`src/rtl/sm_mant_addsub_pipe.sv`:
```
// sm_mant_addsub_pipe: two-stage sign-magnitude mantissa add/sub with valid/ready; define SM_ADDSUB_LZC_EN to register a leading-zero count
module sm_mant_addsub_pipe #(
    parameter int MW = 24,
    localparam int LZW = $clog2(MW + 2)
) (
    input  logic           clk_i,
    input  logic           rst_ni,
    input  logic           in_valid_i,
    output logic           in_ready_o,
    input  logic           sa_i,
    input  logic           sb_i,
    input  logic [MW-1:0]  ma_i,
    input  logic [MW-1:0]  mb_i,
    input  logic           op_sub_i,
    output logic           out_valid_o,
    input  logic           out_ready_i,
    output logic [MW:0]    result_o,
    output logic           s_o,
    output logic           zero_o,
    output logic [LZW-1:0] lzc_o
);
    logic          v1_q, v2_q, adv1, adv2;
    logic          eff_sub_q, sgn_q, eff_sub_d, sgn_d, sbe, a_ge_b;
    logic [MW-1:0] big_q, small_q, big_d, small_d;
    logic [MW:0]   sum_d, res_q;
    logic          s_q, zero_q;

    assign adv2        = !v2_q || out_ready_i;
    assign adv1        = !v1_q || adv2;
    assign in_ready_o  = adv1;
    assign out_valid_o = v2_q;
    assign result_o    = res_q;
    assign s_o         = s_q;
    assign zero_o      = zero_q;

    // Compare/swap: larger magnitude goes to big; exact cancellation is forced to +0
    always_comb begin
        sbe       = sb_i ^ op_sub_i;
        eff_sub_d = sa_i ^ sbe;
        a_ge_b    = ma_i >= mb_i;
        big_d     = a_ge_b ? ma_i : mb_i;
        small_d   = a_ge_b ? mb_i : ma_i;
        sgn_d     = (eff_sub_d && ma_i == mb_i) ? 1'b0 : (a_ge_b ? sa_i : sbe);
    end

    // Stage 1 register, loads only when the pipeline can advance
    always_ff @(posedge clk_i) begin
        if (!rst_ni) begin
            v1_q      <= 1'b0;
            eff_sub_q <= 1'b0;
            sgn_q     <= 1'b0;
            big_q     <= '0;
            small_q   <= '0;
        end else if (adv1) begin
            v1_q      <= in_valid_i;
            eff_sub_q <= eff_sub_d;
            sgn_q     <= sgn_d;
            big_q     <= big_d;
            small_q   <= small_d;
        end
    end

    assign sum_d = eff_sub_q ? {1'b0, big_q} - {1'b0, small_q} : {1'b0, big_q} + {1'b0, small_q};

    // Stage 2 register holding the visible result while downstream stalls
    always_ff @(posedge clk_i) begin
        if (!rst_ni) begin
            v2_q   <= 1'b0;
            res_q  <= '0;
            s_q    <= 1'b0;
            zero_q <= 1'b0;
        end else if (adv2) begin
            v2_q   <= v1_q;
            res_q  <= sum_d;
            s_q    <= sgn_q;
            zero_q <= sum_d == '0;
        end
    end

`ifdef SM_ADDSUB_LZC_EN
    logic [LZW-1:0] lzc_q;

    function automatic logic [LZW-1:0] clz(input logic [MW:0] x);
        logic [LZW-1:0] n;
        n = LZW'(MW + 1);
        for (int i = 0; i <= MW; i++) if (x[i]) n = LZW'(MW - i);
        return n;
    endfunction

    // Leading-zero count registered alongside the result so it shares its latency
    always_ff @(posedge clk_i) begin
        if (!rst_ni) lzc_q <= '0;
        else if (adv2) lzc_q <= clz(sum_d);
    end

    assign lzc_o = lzc_q;
`else
    assign lzc_o = '0;
`endif
endmodule

```
`config.mk`:
```
export PLATFORM = sky130hd
export DESIGN_NAME = sm_mant_addsub_pipe
export DESIGN_NICKNAME = d
export VERILOG_FILES = /design/src/rtl/sm_mant_addsub_pipe.sv
export SDC_FILE = /design/constraint.sdc
export NUM_CORES = 1
export LEC_CHECK = 0
export CORE_ASPECT_RATIO = 0.9
export CORE_MARGIN = 2
export CORE_UTILIZATION = 55
export DETAILED_ROUTE_END_ITERATION = 8
export PLACE_DENSITY = 0.81
export SLEW_MARGIN = 30
export SYNTH_ARGS = -nofsm -noshare
export SYNTH_HDL_FRONTEND = slang
export SYNTH_SLANG_ARGS = --single-unit
```
`constraint.sdc`:
```
create_clock -name clk_i -period 11.5 [get_ports clk_i]
set_clock_uncertainty 0.2 [all_clocks]
set_input_delay 1.725 -clock clk_i [delete_from_list [all_inputs] [get_ports clk_i]]
set_output_delay 1.725 -clock clk_i [all_outputs]
set_load 0.1 [all_outputs]
```
## After elaboration in Yosys (flattened, before gate mapping)

Index checks and enable logic that the tools add are counted.

| operators by class | value |
|---|---|
| mux-type cells | 5 |
| add/sub/neg operators | 2 |
| reduce and logical (&&, ||, !) cells | 6 |
| bitwise operators | 2 |
| equal/unequal tests | 1 |
| magnitude comparators | 1 |

Operator list:

| kind | number |
|---|---|
| $mux 24 | 2 |
| $add 24x24->25 | 1 |
| $logic_not 25->1 | 1 |
| $mux 25 | 1 |
| $sub 24x24->25 | 1 |
| $eq 24x24->1 | 1 |
| $ge 24x24->1 | 1 |
| $logic_not 1->1 | 2 |
| $logic_or 1x1->1 | 2 |
| $mux 1 | 2 |
| $xor 1x1->1 | 2 |
| $logic_and 1x1->1 | 1 |

| storage, ports and cells | value |
|---|---|
| output and inout bits | 34 |
| logic and storage cells | 26 |
| bits of input ports | 55 |
| bits in registers | 79 |

## Depth between registers and ports, before layout

| logic depth | value |
|---|---|
| depth in word-level cells | 4 |
| mapped depth | 20 |

## Worst setup path after synthesis

No wires, ideal clock.

| timing path | value |
|---|---|
| kind | input to output |
| start | input port out_ready_i |
| end | output port in_ready_o |
| cell stages on the path | 3 |
| path buffers | 1 |
| path slack | 6578 ps |
| data required time | 9575 ps |
| data arrival time | 2997 ps |
| cell sequence | nor2b_1 > nand2_1 > clkbuf_1 |

| on the way | value |
|---|---|
| cells in the longest elaborated chain, start to end | 2 |

Ends and longest elaborated chain:

| item | RTL line | text |
|---|---|---|
| start, declared | 16 | `input logic out_ready_i,` |
| $logic_or 1x1->1 | 28 | `assign adv2 = !v2_q \|\| out_ready_i;` |
| $logic_or 1x1->1 | 29 | `assign adv1 = !v1_q \|\| adv2;` |
| end, declared | 9 | `output logic in_ready_o,` |

No other way between the ends.

## Worst setup path in the final report

Ends and elaborated chain as after synthesis.

==> flow_summary.html <==
<table>
<tr><th>Metric</th><th>Value</th></tr>
<tr><th colspan="2">Yosys</th></tr>
<tr><td>Number of enable flip-flop cells after synthesis</td><td>0</td></tr>
<tr><td>Part of the Yosys area used for sequential elements</td><td>0.271</td></tr>
<tr><td>Most used standard cells in the synthesized netlist</td><td>a21oi_1, dfxtp_1, o21ai_0, mux2i_1, nand2_1</td></tr>
<tr><td>Synthesized netlist cell count</td><td>724</td></tr>
<tr><td>Leading cell type by number of instances after synthesis</td><td>a21oi_1</td></tr>
<tr><td>Yosys top cell area share</td><td>0.271</td></tr>
<tr><td>Number of warnings issued by yosys</td><td>0</td></tr>
<tr><td>Leading area contributor after synthesis</td><td>dfxtp_1</td></tr>
<tr><td>Post-synthesis async set-or-reset flop share</td><td>0</td></tr>
<tr><td>Synthesized area per cell</td><td>8.05 sq um</td></tr>
<tr><td>Post-synth cell types</td><td>76</td></tr>
<tr><td>Dominant cells by area after synthesis</td><td>dfxtp_1, ha_1, mux2i_1, a21oi_1, o21ai_0</td></tr>
<tr><td>Post-Syn Area</td><td>0.00583 sq mm</td></tr>
<tr><td>Flip-flop and latch count after synthesis</td><td>79</td></tr>
<tr><td>Predominant post-synthesis flop cell</td><td>dfxtp_1</td></tr>
<tr><th colspan="2">Pwr</th></tr>
<tr><td>Cell internal pwr</td><td>0.695 mW</td></tr>
<tr><td>Worst IR Drop VDD</td><td>162 uV</td></tr>
<tr><td>Leak</td><td>3.00 nW</td></tr>
<tr><td>Switching power summed over all nets</td><td>0.545 mW</td></tr>
<tr><td>Sequential Power Share</td><td>0.278</td></tr>
<tr><td>Switching part of the total</td><td>0.440</td></tr>
<tr><td>Clock power frac</td><td>0.233</td></tr>
<tr><td>Part of the power in combinational logic</td><td>0.489</td></tr>
<tr><td>Power Density</td><td>178 mW/mm^2</td></tr>
<tr><td>Power after layout</td><td>1.24 mW</td></tr>
<tr><th colspan="2">Die</th></tr>
<tr><td>Floorplan row count</td><td>35</td></tr>
<tr><td>Horizontal die dimension</td><td>113 um</td></tr>
<tr><td>Overall die height</td><td>102 um</td></tr>
<tr><td>Area of the core region</td><td>0.0103 sq mm</td></tr>
<tr><td>Die outline area</td><td>0.0114 sq mm</td></tr>
<tr><td>Starting Density</td><td>0.567</td></tr>
<tr><td>I/O pin count</td><td>89</td></tr>
<tr><th colspan="2">Global routing</th></tr>
<tr><td>Maximum number of pins on one net before global-route repair</td><td>101</td></tr>
<tr><td>Total overflow reported by the global router</td><td>0</td></tr>
<tr><td>Via count of the first global-routing pass</td><td>4976</td></tr>
<tr><td>Tot GR Track Use</td><td>0.251</td></tr>
<tr><td>Global-route wire length before repair</td><td>23800 um</td></tr>
<tr><td>Antenna violations before repair</td><td>0</td></tr>
<tr><th colspan="2">Timing</th></tr>
<tr><td>Worst rel slew slack</td><td>0.341</td></tr>
<tr><td>Slew @ Worst Pin</td><td>0.986 ns</td></tr>
<tr><td>Maximum frequency from static timing analysis</td><td>155 MHz</td></tr>
<tr><td>Final setup violation count</td><td>0</td></tr>
<tr><td>Unrepaired setup endpoints after global routing</td><td>no</td></tr>
<tr><td>Final-report hold violation count</td><td>0</td></tr>
<tr><td>Worst hold margin</td><td>0.248 ns</td></tr>
<tr><td>Setup Total Neg Slack</td><td>0 ns</td></tr>
<tr><td>Post-layout minimum cycle time</td><td>6.45 ns</td></tr>
<tr><td>Max-slew violation count</td><td>0</td></tr>
<tr><td>Ratio of final minimum period to clock period</td><td>0.561</td></tr>
<tr><th colspan="2">Clock network</th></tr>
<tr><td>Hold bufs inserted after CTS</td><td>0</td></tr>
<tr><td>Clock slew seen by the registers of the worst setup and hold paths</td><td>0.05 ns</td></tr>
<tr><td>CTS H-tree lvls</td><td>3</td></tr>
<tr><td>Number of gates resized after cts</td><td>0</td></tr>
<tr><td>Post-CTS Setup Bufs</td><td>0</td></tr>
<tr><td>Number of clock sinks</td><td>79</td></tr>
<tr><td>Clock tree from TritonCTS</td><td>done</td></tr>
<tr><td>Later-pin clock latency in the skew report</td><td>0.33 ns</td></tr>
<tr><td>CTS root buffer</td><td>clkbuf_16</td></tr>
<tr><td>Bufs on Longest Clock Path</td><td>2</td></tr>
<tr><td>Num CTS Buffers</td><td>9</td></tr>
<tr><th colspan="2">Layout</th></tr>
<tr><td>Diodes inserted</td><td>0</td></tr>
<tr><td>Count of fill cells added during filler insertion</td><td>835</td></tr>
<tr><td>Multi-input gate area</td><td>0.00390 sq mm</td></tr>
<tr><td>Flip-flop and latch area</td><td>0.00158 sq mm</td></tr>
<tr><td>Layout area overhead</td><td>19.5%</td></tr>
<tr><td>Proportion of layout cells with a drive suffix above 1</td><td>0.0532</td></tr>
<tr><td>Nets</td><td>890</td></tr>
<tr><th colspan="2">Critical path</th></tr>
<tr><td>Crit-path cells</td><td>clkdlybuf4s50_1 &gt; nor2b_2 &gt; buf_4 &gt; nand2_2 &gt; buf_4 &gt; clkdlybuf4s50_1</td></tr>
<tr><td>Buf+Inv Stages, Crit Path</td><td>4</td></tr>
<tr><td>Crit-path leading delay family</td><td>buffers and inverters</td></tr>
<tr><td>Crit. End Element</td><td>output port</td></tr>
<tr><td>Type of element launching the critical path</td><td>input pin</td></tr>
<tr><td>Critical path's largest stage delay</td><td>1.29 ns</td></tr>
<tr><td>Data required time of the critical path</td><td>9.58 ns</td></tr>
<tr><td>Worst path slowest cell</td><td>clkdlybuf4s50_1</td></tr>
<tr><td>Worst endpoint data arrival time</td><td>4.52 ns</td></tr>
<tr><td>Source of the worst register-to-register timing path</td><td>small_q[2]</td></tr>
<tr><td>Worst setup path start</td><td>out_ready_i</td></tr>
<tr><td>CP max FO</td><td>100</td></tr>
<tr><td>Worst setup path category</td><td>in -&gt; out</td></tr>
<tr><th colspan="2">Routing</th></tr>
<tr><td>Wirelength, routed</td><td>14300 um</td></tr>
<tr><td>Final routed wire length divided by cell count</td><td>15.6 um</td></tr>
<tr><td>Count of routing violations after the opening detailed-route iteration</td><td>457</td></tr>
<tr><td>Pre-Repair DR Iteration Count</td><td>5</td></tr>
<tr><td>DRC</td><td>0</td></tr>
<tr><td>Residual antenna-violating net count after detailed routing</td><td>0</td></tr>
<tr><td>Post-detailed-route via-to-cell ratio</td><td>5.93</td></tr>
<tr><td>Overall via count from detail_route</td><td>5450</td></tr>
<tr><th colspan="2">Placement</th></tr>
<tr><td># port buffers</td><td>83</td></tr>
<tr><td>HPWL after DPL</td><td>10800 um</td></tr>
<tr><td>Final Wtd Congestion</td><td>0.847</td></tr>
<tr><th colspan="2">Run</th></tr>
<tr><td>Maximum Capacitance Violations</td><td>0</td></tr>
<tr><th colspan="2">Status</th></tr>
<tr><td>Status</td><td>finished clean</td></tr>
<tr><th colspan="2">Worst hold path</th></tr>
<tr><td>Worst Min Path Start</td><td>zero_o</td></tr>
<tr><td>Worst hold-check path type</td><td>reg -&gt; reg</td></tr>
</table>
## tightest hold or removal path: cells and delay by family (launching register included)
family	cells	cell delay, ns
flip-flops	1	0.31
AND/OR/NAND/NOR	2	0.10
## final cells by class
class,count,area share
well taps,129,0.0232
clock buffers,10,0.0343
flip-flops and latches,79,0.227
clock inverters,6,0.00969
repair buffers,87,0.123
inverters,42,0.0226
multi-input cells,566,0.560
## cells in the final DEF, fill, tap and decap left out, drive strengths merged, types with 6 or more instances in the layout
| cell type | instances |
|---|---|
| a211oi | 7 |
| a21o | 17 |
| a21oi | 99 |
| clkbuf | 10 |
| clkdlybuf4s50 | 83 |
| dfxtp | 79 |
| ha | 49 |
| inv | 43 |
| mux2i | 53 |
| nand2 | 52 |
| nand2b | 8 |
| nand3 | 15 |
| nand4 | 11 |
| nor2 | 46 |
| nor2b | 6 |
| nor3 | 18 |
| o21ai | 69 |
| or3 | 6 |
| xnor2 | 27 |
| xor2 | 10 |
## per-layer routing
layer  part of all wire  wire length [um]  GRT usage
met4              0.015               211     0.0704
met3              0.071              1020     0.0293
met2               0.42              6050      0.390
met5                  0                 0          0
met1               0.49              7020      0.371
## logic make-up (layout without fill, tap and decap cells)
group | count (synthesis) | in the layout | synth area share
AOI/OAI and AO/OA | 238 | 238 | 0.251
buffers and inverters | 83 | 145 | 0.0637
and+or+nand+nor | 183 | 183 | 0.155
adders and majority gates | 50 | 50 | 0.109
other | 1 | 5 | 0.000643
xor gates and xnor gates | 37 | 37 | 0.0588
DFF | 79 | 79 | 0.271
muxes | 53 | 53 | 0.0910
## state kept, by name, summed over array words and instances (netlist names)
signal and flops:
result_o 25, big_q 24, small_q 24, eff_sub_q 1
out_valid_o 1, s_o 1, sgn_q 1, v1_q 1
zero_o 1
## power by group through the flow
| stage | registers (mW) | clock network, mW | logic, mW |
|---|---|---|---|
| finish | 0.345 | 0.289 | 0.607 |
| global route | 0.350 | 0.304 | 0.653 |
| CTS | 0.344 | 0.293 | 0.603 |
| detailed placement | 0.350 | 0 | 0.598 |
| global placement | 0.348 | 0 | 0.585 |
| floorplan | 0.508 | 0 | 0.307 |
## final timing paths
check / end / slack (ns) / cells past startpoint
hold / removal: zero_o / 0.25 / 2
setup reg to reg: zero_o / 6.96 / 19
hold reg to reg: zero_o / 0.25 / 2
setup / recovery: in_ready_o / 5.05 / 6
## per-stage QoR
step	instance area, sq um	std cells	setup WS (ns)	util
2_1_floorplan	5850	728	6.58	-
3_3_place_gp	6660	903	5.08	0.647
3_5_place_dp	6660	903	5.07	0.647
4_1_cts	6970	919	5.07	0.677
5_1_grt	6970	919	4.90	0.677
6_report	6970	919	5.05	0.677
(Power assumes the default switching activity.)
